**src/rtl/wave_capture_if.sv**
```systemverilog
// wave_capture_if: sample stream, display handshake and sample-RAM write port of the capture stage
//   new_sample_ready / new_sample_in : signed 16-bit sample strobe from the audio path
//   wave_display_idle                : display is outside its drawing region, buffer swap is safe
//   write_enable / write_address / write_sample : registered RAM write port (9-bit address, 8-bit data)
//   read_index                       : RAM half the display reads
//   capture_state                    : 0 ARMED, 1 ACTIVE, 2 WAIT (debug)
// master = capture stage, slave = surrounding system (audio source, display, RAM)
interface wave_capture_if;
   logic        new_sample_ready;
   logic [15:0] new_sample_in;
   logic        wave_display_idle;
   logic        write_enable;
   logic [8:0]  write_address;
   logic [7:0]  write_sample;
   logic        read_index;
   logic [1:0]  capture_state;
   modport master (
      input  new_sample_ready, new_sample_in, wave_display_idle,
      output write_enable, write_address, write_sample, read_index, capture_state
   );
   modport slave (
      output new_sample_ready, new_sample_in, wave_display_idle,
      input  write_enable, write_address, write_sample, read_index, capture_state
   );
endinterface

```
**src/rtl/wave_capture.sv**
```systemverilog
// wave_capture: triggered 256-sample capture into the off-screen half of a double-buffered sample RAM
//   clk   : clock
//   reset : synchronous, active-high
//   bus   : wave_capture_if.master (sample strobe in, display idle in, RAM write port and status out)
// Parameters: DECIM stores every DECIM-th strobe while capturing (1..255);
//             TRIG_TIMEOUT forces a trigger after that many untriggered strobes (0 disables).
module wave_capture #(
   parameter int unsigned DECIM        = 1,
   parameter logic [15:0] TRIG_TIMEOUT = 16'd1024
) (
   input  logic            clk,
   input  logic            reset,
   wave_capture_if.master  bus
);
   typedef enum logic [1:0] {ARMED = 2'd0, ACTIVE = 2'd1, WAIT = 2'd2} state_t;
   localparam logic [7:0] DLAST = 8'(DECIM - 1);
   state_t      state;
   logic [15:0] prev_sample, tcnt;
   logic [7:0]  idx, dcnt;
   logic        read_index;
   logic        crossing, timeout;
   logic [7:0]  screen;
   assign crossing = prev_sample[15] & ~bus.new_sample_in[15];
   assign timeout  = (TRIG_TIMEOUT != 16'd0) && (tcnt + 16'd1 == TRIG_TIMEOUT);
   // flips the sign-offset so the most positive sample lands at the top row (0x00)
   assign screen   = {bus.new_sample_in[15], ~bus.new_sample_in[14:8]};
   assign bus.read_index    = read_index;
   assign bus.capture_state = state;
   always_ff @(posedge clk) begin
      if (reset) begin
         state             <= ARMED;
         prev_sample       <= 16'd0;
         tcnt              <= 16'd0;
         idx               <= 8'd0;
         dcnt              <= 8'd0;
         read_index        <= 1'b0;
         bus.write_enable  <= 1'b0;
         bus.write_address <= 9'd0;
         bus.write_sample  <= 8'd0;
      end else begin
         bus.write_enable <= 1'b0;
         if (bus.new_sample_ready) prev_sample <= bus.new_sample_in;
         case (state)
            ARMED: if (bus.new_sample_ready) begin
               if (crossing || timeout) begin
                  bus.write_enable  <= 1'b1;
                  bus.write_address <= {~read_index, 8'd0};
                  bus.write_sample  <= screen;
                  idx               <= 8'd1;
                  dcnt              <= 8'd0;
                  tcnt              <= 16'd0;
                  state             <= ACTIVE;
               end else begin
                  tcnt <= tcnt + 16'd1;
               end
            end
            ACTIVE: if (bus.new_sample_ready) begin
               if (dcnt == DLAST) begin
                  bus.write_enable  <= 1'b1;
                  bus.write_address <= {~read_index, idx};
                  bus.write_sample  <= screen;
                  dcnt              <= 8'd0;
                  idx               <= idx + 8'd1;
                  if (idx == 8'hFF) state <= WAIT;
               end else begin
                  dcnt <= dcnt + 8'd1;
               end
            end
            WAIT: if (bus.wave_display_idle) begin
               read_index <= ~read_index;
               tcnt       <= 16'd0;
               state      <= ARMED;
            end
            default: state <= ARMED;
         endcase
      end
   end
endmodule

```
**src/flat_wrapper.sv**
```systemverilog
// flat-port wrapper written by rule: the top's interface ports become plain ports
module wave_capture_flat 
#(
   parameter int unsigned DECIM        = 1,
   parameter logic [15:0] TRIG_TIMEOUT = 16'd1024
)
  (clk, reset, bus_new_sample_ready, bus_new_sample_in, bus_wave_display_idle, bus_write_enable, bus_write_address, bus_write_sample, bus_read_index, bus_capture_state);
  wave_capture_if bus_i ();
  input  logic clk;
  input  logic reset;
  input wire logic [$bits(bus_i.new_sample_ready)-1:0] bus_new_sample_ready;
  input wire logic [$bits(bus_i.new_sample_in)-1:0] bus_new_sample_in;
  input wire logic [$bits(bus_i.wave_display_idle)-1:0] bus_wave_display_idle;
  output wire logic [$bits(bus_i.write_enable)-1:0] bus_write_enable;
  output wire logic [$bits(bus_i.write_address)-1:0] bus_write_address;
  output wire logic [$bits(bus_i.write_sample)-1:0] bus_write_sample;
  output wire logic [$bits(bus_i.read_index)-1:0] bus_read_index;
  output wire logic [$bits(bus_i.capture_state)-1:0] bus_capture_state;
  assign bus_i.new_sample_ready = bus_new_sample_ready;
  assign bus_i.new_sample_in = bus_new_sample_in;
  assign bus_i.wave_display_idle = bus_wave_display_idle;
  assign bus_write_enable = bus_i.write_enable;
  assign bus_write_address = bus_i.write_address;
  assign bus_write_sample = bus_i.write_sample;
  assign bus_read_index = bus_i.read_index;
  assign bus_capture_state = bus_i.capture_state;
  wave_capture #(.DECIM(DECIM), .TRIG_TIMEOUT(TRIG_TIMEOUT)) u_core (.clk(clk), .reset(reset), .bus(bus_i));
endmodule
```
**config.mk**
```make
export PLATFORM = sky130hd
export DESIGN_NAME = wave_capture_flat
export DESIGN_NICKNAME = d
export VERILOG_FILES = /design/src/rtl/wave_capture_if.sv /design/src/rtl/wave_capture.sv /design/src/flat_wrapper.sv
export SDC_FILE = /design/constraint.sdc
export NUM_CORES = 1
export LEC_CHECK = 0
export ABC_AREA = 1
export CAP_MARGIN = 20
export CORE_MARGIN = 2
export CORE_UTILIZATION = 59
export DETAILED_ROUTE_END_ITERATION = 10
export MAX_ROUTING_LAYER = met4
export PLACE_DENSITY_LB_ADDON = 0.25
export SKIP_CTS_REPAIR_TIMING = 1
export SKIP_LAST_GASP = 1
export SLEW_MARGIN = 20
export SYNTH_ARGS = -nofsm -noshare
export SYNTH_HDL_FRONTEND = slang
export SYNTH_SLANG_ARGS = --single-unit
```
**constraint.sdc**
```tcl
create_clock -name clk -period 5.8 [get_ports clk]
set_input_delay 0.58 -clock clk [delete_from_list [all_inputs] [get_ports clk]]
set_output_delay 0.58 -clock clk [all_outputs]
set_load 0.02 [all_outputs]
```
# == After elaboration in Yosys (flattened, before gate mapping) ==
# Cells that the tools add are included.
# word_totals
out_inout_bits,21
regBits,69
elab_cells,72
inputBits,20
# classes
n_eq_ne,10
n_reduce_logical,10
bitwise_logic,4
n_mux,36
n_addsub,3
# ops
cell,n
8-bit two-way mux,12
16-bit two-way mux,3
8-bit case mux with 2 select lines,3
9-bit two-way mux,4
16-bit case mux with 2 select lines,1
9-bit case mux with 2 select lines,1
16-bit by 1-bit adder with 16-bit output (second input constant),1
8-bit by 1-bit adder with 8-bit output (second input constant),2
16-bit by 11-bit == test with 1-bit output (second input constant),1
2-bit two-way mux,6
8-bit == test (second input constant),1
8-bit zero test,1
7-bit inverter,1
2-bit by 1-bit inequality test with 1-bit output (second input constant),3
2-bit inequality test (second input constant),3
2-bit case mux with 3 select lines,1
6-bit AND reduction,1
5-bit AND reduction,1
1-bit two-way mux,4
4-bit AND reduction,1
2-bit nonzero test,2
3-bit AND reduction,1
2-bit by 1-bit == test with 1-bit output (second input constant),1
2-bit == test (second input constant),1
other kinds (6),7

# == Longest topological paths before layout ==
# depth
ltp_word,6
depth_mapped,17
ltp_nobuf,17

# == Worst setup path before layout ==
# Ideal clock, no wire load.
# synth_timing
path_type,reg-to-reg
start,register u_core.tcnt[0]
end,register u_core.bus.write_address[1]
path_stages_with_launch,16
arrival_time_ps,1880
synth_period_minus_slack_ps,1994
path_buffers,1
setup_slack_ps,3806
path_cell_list,dfxtp_1 > ha_1 > nand3_1 > nor2_4 > nand2_1 > nand2_1 > nand2_1 > nor2_1 > nand2_1 > nor2_1 > nand2_1 > nand3_2 > nand3_2 > buf_2 > a21oi_1 > nor2_1
# synth_via
elab_chain_len,5
# synth_rtl
item,line,rtl
start: declaration,wave_capture.sv:18,"logic [15:0] prev_sample, tcnt;"
start signal: assignment,wave_capture.sv:54,tcnt <= tcnt + 16'd1;
16-bit by 1-bit adder with 16-bit output,wave_capture.sv:24,assign timeout = (TRIG_TIMEOUT != 16'd0) && (tcnt + 16'd1 == TRIG_TIMEOUT);
16-bit by 11-bit == test with 1-bit output,wave_capture.sv:24,
1-bit logical OR,wave_capture.sv:45,if (crossing || timeout) begin
2-bit by 1-bit inequality test with 1-bit output (no line),--,
5-bit AND reduction (no line),--,
end signal: assignment,wave_capture.sv:47,"bus.write_address <= {~read_index, 8'd0};"
end signal: assignment,wave_capture.sv:60,"bus.write_address <= {~read_index, idx};"
end: declaration,wave_capture_if.sv:19,"output write_enable, write_address, write_sample, read_index, capture_state"
# No other way between the ends.
# A chain may end at the register's enable or synchronous reset.

# == Worst setup path in the final report ==
# layout_timing
start,register u_core.tcnt[0]
end,register u_core.bus.write_address[4]
# Same word-level chain as after synthesis.

==> results.py <==
metrics = {
    "logic_synthesis": {
        "ys_types": 30,
        "synthMuxAreaShare": 0,
        "synth-seq-area-share": 0.364,
        "synth_top_family_by_area": "simple AND/OR/NAND/NOR gates",
        "ys_warn_count": 0,
        "synth_fa_ha_area_frac": 0.0169,
        "synth_xor_area_frac": 0.0236,
        "ys_ff_latch": 54,
        "synth_compound_area_frac": 0.0797,
        "syn_avg_cell_area_sq_um": 6.26,
        "netlist_instances": 474,
        "synth_edf_count": 0,
        "ys.flop_type": "dfxtp_1",
        "async_reset_ff_frac": 0,
        "synth_fp_nets": 498,
        "synth_area_sq_um": 2970,
        "yosys.area_share.simple": 0.406,
    },
    "timing": {
        "hold_viol_final": 0,
        "setup_tns_ns": 0,
        "setup_slack_ns": 2.81,
        "worst_hold_slack_ns": 0.486,
        "fin_crit_sh": 0.516,
        "finalCriticalPeriod_ns": 2.99,
        "drv_slew": 0,
        "rsz0062_at_grt": "no",
        "max_clock_freq_mhz": 334,
        "setup_viol": 0,
        "clock_skew_ns": 0.00880,
        "maxSlewHeadroom": 0.309,
        "max_slew.worst_pin.slew_ns": 1.03,
    },
    "drt": {
        "drtIter0Drc": 257,
        "vias_per_cell": 5.11,
        "final_antenna_net_count": 0,
        "drc": 0,
        "first_pass_iters": 4,
        "wl_per_cell_um": 10.9,
        "wl_mm": 6.18,
        "vias": 2896,
    },
    "pwr": {
        "leakage_nw": 1.44,
        "power.total_mw": 1.14,
        "power_density_nw_per_um2": 335,
        "peakVddDrop_mv": 0.182,
    },
    "die": {
        "die_area_sq_um": 5610,
        "die_width_um": 74.9,
        "num_rows": 25,
        "top_level_ports": 41,
        "initial_core_util": 0.620,
        "die_y_um": 74.9,
        "core_sq_um": 4790,
    },
    "worst_hold_path": {
        "holdPathEnd": "u_core.tcnt[15]",
        "hp-start": "u_core.tcnt[15]",
        "whs_path_depth": 2,
        "hp-class": "flip-flop to flip-flop",
    },
    "critical_path": {
        "required_ns": 6.01,
        "cp.arrival_ns": 3.21,
        "rr_worst_depth": 14,
        "startpoint_type": "flip-flop",
        "critPathKind": "flip-flop to flip-flop",
        "worstReg2RegStart": "u_core.tcnt[0]",
        "endpoint_kind": "flip-flop",
        "critPathMaxStageDelay_ns": 0.62,
        "crit_top_cell": "nand2_1",
        "slowest_stage": "nand3_2",
        "critical_path.cell_chain": "ha_1, nand3_1, nor2_4, nand2_1, nand2_1, nand2_1, nor2_1, nand2_1, nor2_1, nand2_1, nand3_2, nand3_2, a21oi_1, nor2_1",
        "worstPathMaxFanout": 40,
        "rrSetupSlack_ns": 2.81,
        "timing.rr.end": "u_core.bus.write_address[4]",
    },
    "finish": {
        "syn_to_final_growth_pct": 14.2,
        "nets": 523,
        "diodes": 0,
        "final_cell_mix": "144 x nand2_1, 73 x nor2_1, 66 x inv_1, 54 x dfxtp_1, 32 x clkdlybuf4s50_1",
        "stdcell_count": 567,
        "final.fill_count": 422,
        "layout_commonest_cell": "nand2_1",
        "layout-drive-gt1-share": 0.0440,
    },
    "cts": {
        "htreeDepth": 2,
        "cts_tree": "yes",
        "clockBufferDepth": 2,
        "path_clk_slew_ns": 0.10,
        "numCtsBuffers": 5,
        "root_buffer": "clkbuf_8",
        "clock_latency_ns": 0.31,
        "cts.sinks": 54,
    },
    "placement": {
        "placed_cells": 559,
        "place_congestion": 0.905,
        "port_buffers": 32,
        "detailedPlace.worstSlack_ns": 2.62,
        "hpwl_mm": 4.30,
    },
    "global_routing": {
        "gr-total-overflow": 0,
        "grt_max_degree": 41,
        "grt_pass1_wl_mm": 10.7,
        "grt_antenna_before_repair": 0,
        "track_usage": 0.248,
        "grt_pass1_vias": 2570,
    },
    "run_status": {
        "status": "finished, final reports clean",
    },
    "run": {
        "drv_cap": 0,
    },
}
[cell families (layout without fill, tap and decap cells)]
| logic type | count (synthesis) | in the layout |
|---|---|---|
| and+or+nand+nor | 280 | 280 |
| buffers and inverters | 82 | 108 |
| DFF | 54 | 54 |
| AOI/OAI and AO/OA | 46 | 46 |
| xor gates and xnor gates | 8 | 8 |
| adders and majority gates | 4 | 4 |
[metal layers]
| layer | track usage | vias up | share of wire |
|---|---|---|---|
| met1 | 0.295 | 1294 | 0.46 |
| met3 | 0.0482 | 7 | 0.054 |
| met4 | 0.0694 | 0 | 0.011 |
| li1 | - | 1523 | - |
| met5 | - | - | 0 |
| met2 | 0.426 | 72 | 0.48 |
[layout make-up]
class                   instances  area, sq um  share of cell area
clock buffers                   6         72.6              0.0214
clock inverters                 2         13.8             0.00406
well taps                      67         83.8              0.0247
inverters                      68          255              0.0753
flip-flops and latches         54         1080               0.319
repair buffers                 32          320              0.0945
multi-input cells             338         1560               0.461
[registers in the layout, summed over array words and instances (netlist names)]
name and count:
u_core.prev_sample 1, u_core.dcnt 8, u_core.tcnt 16, u_core.bus.capture_state 2, u_core.idx 8, u_core.bus.write_sample 8
u_core.bus.read_index 1, u_core.bus.write_enable 1, u_core.bus.write_address 9
[power breakdown]
| part | switching [mW] | total [mW] | internal (mW) |
|---|---|---|---|
| clock network | 0.124 | 0.210 | 0.0855 |
| logic | 0.272 | 0.436 | 0.164 |
| registers | 0.0535 | 0.490 | 0.436 |
[synthesized netlist by cell type, types with 2 or more instances]
library cell  count  share of area
a21oi_1          32          0.054
buf_2             3         0.0051
buf_4             2         0.0051
clkbuf_1          7         0.0089
dfxtp_1          54           0.36
ha_1              4          0.017
inv_1            66          0.083
nand2_1         144           0.18
nand2_2           2         0.0042
nand3_1          20          0.034
nand3_2           2         0.0067
nand3b_1          4          0.010
nand4_1          20          0.042
nor2_1           73          0.092
nor2_2            5          0.011
nor2_4            2         0.0076
nor3_1            5         0.0084
o21ai_0          11          0.019
xor2_1            7          0.021
[critical path, delay by kind of cell, from the launching register on]
kind / cells / cell delay (ns)
and+or+nand+nor: 12 / 1.89
DFF: 1 / 0.44
AOI/OAI and AO/OA: 1 / 0.34
adders and majority gates: 1 / 0.22
[how the worst max path moves through the flow]
stage / start / to / slack [ns] / cells after the start
after CTS: u_core.tcnt[0] / u_core.bus.write_address[2] / 2.80 / 15
final: u_core.tcnt[0] / u_core.bus.write_address[4] / 2.81 / 14
after global routing: u_core.tcnt[0] / u_core.bus.write_address[6] / 2.36 / 14
after floorplan: u_core.tcnt[0] / u_core.bus.write_address[1] / 3.81 / 15
after detailed placement: bus_new_sample_ready / u_core.bus.write_address[2] / 2.62 / 7
after global placement: bus_new_sample_ready / u_core.bus.write_address[1] / 2.67 / 6
[stage by stage]
stage / cell area, sq um / util
final: 3390 / 0.708
after global routing: 3390 / 0.708
after CTS: 3390 / 0.708
after detailed placement: 3300 / 0.690
after global placement: 3300 / 0.690
after floorplan: 2970 / -
Power figures use the tool's default switching activity.
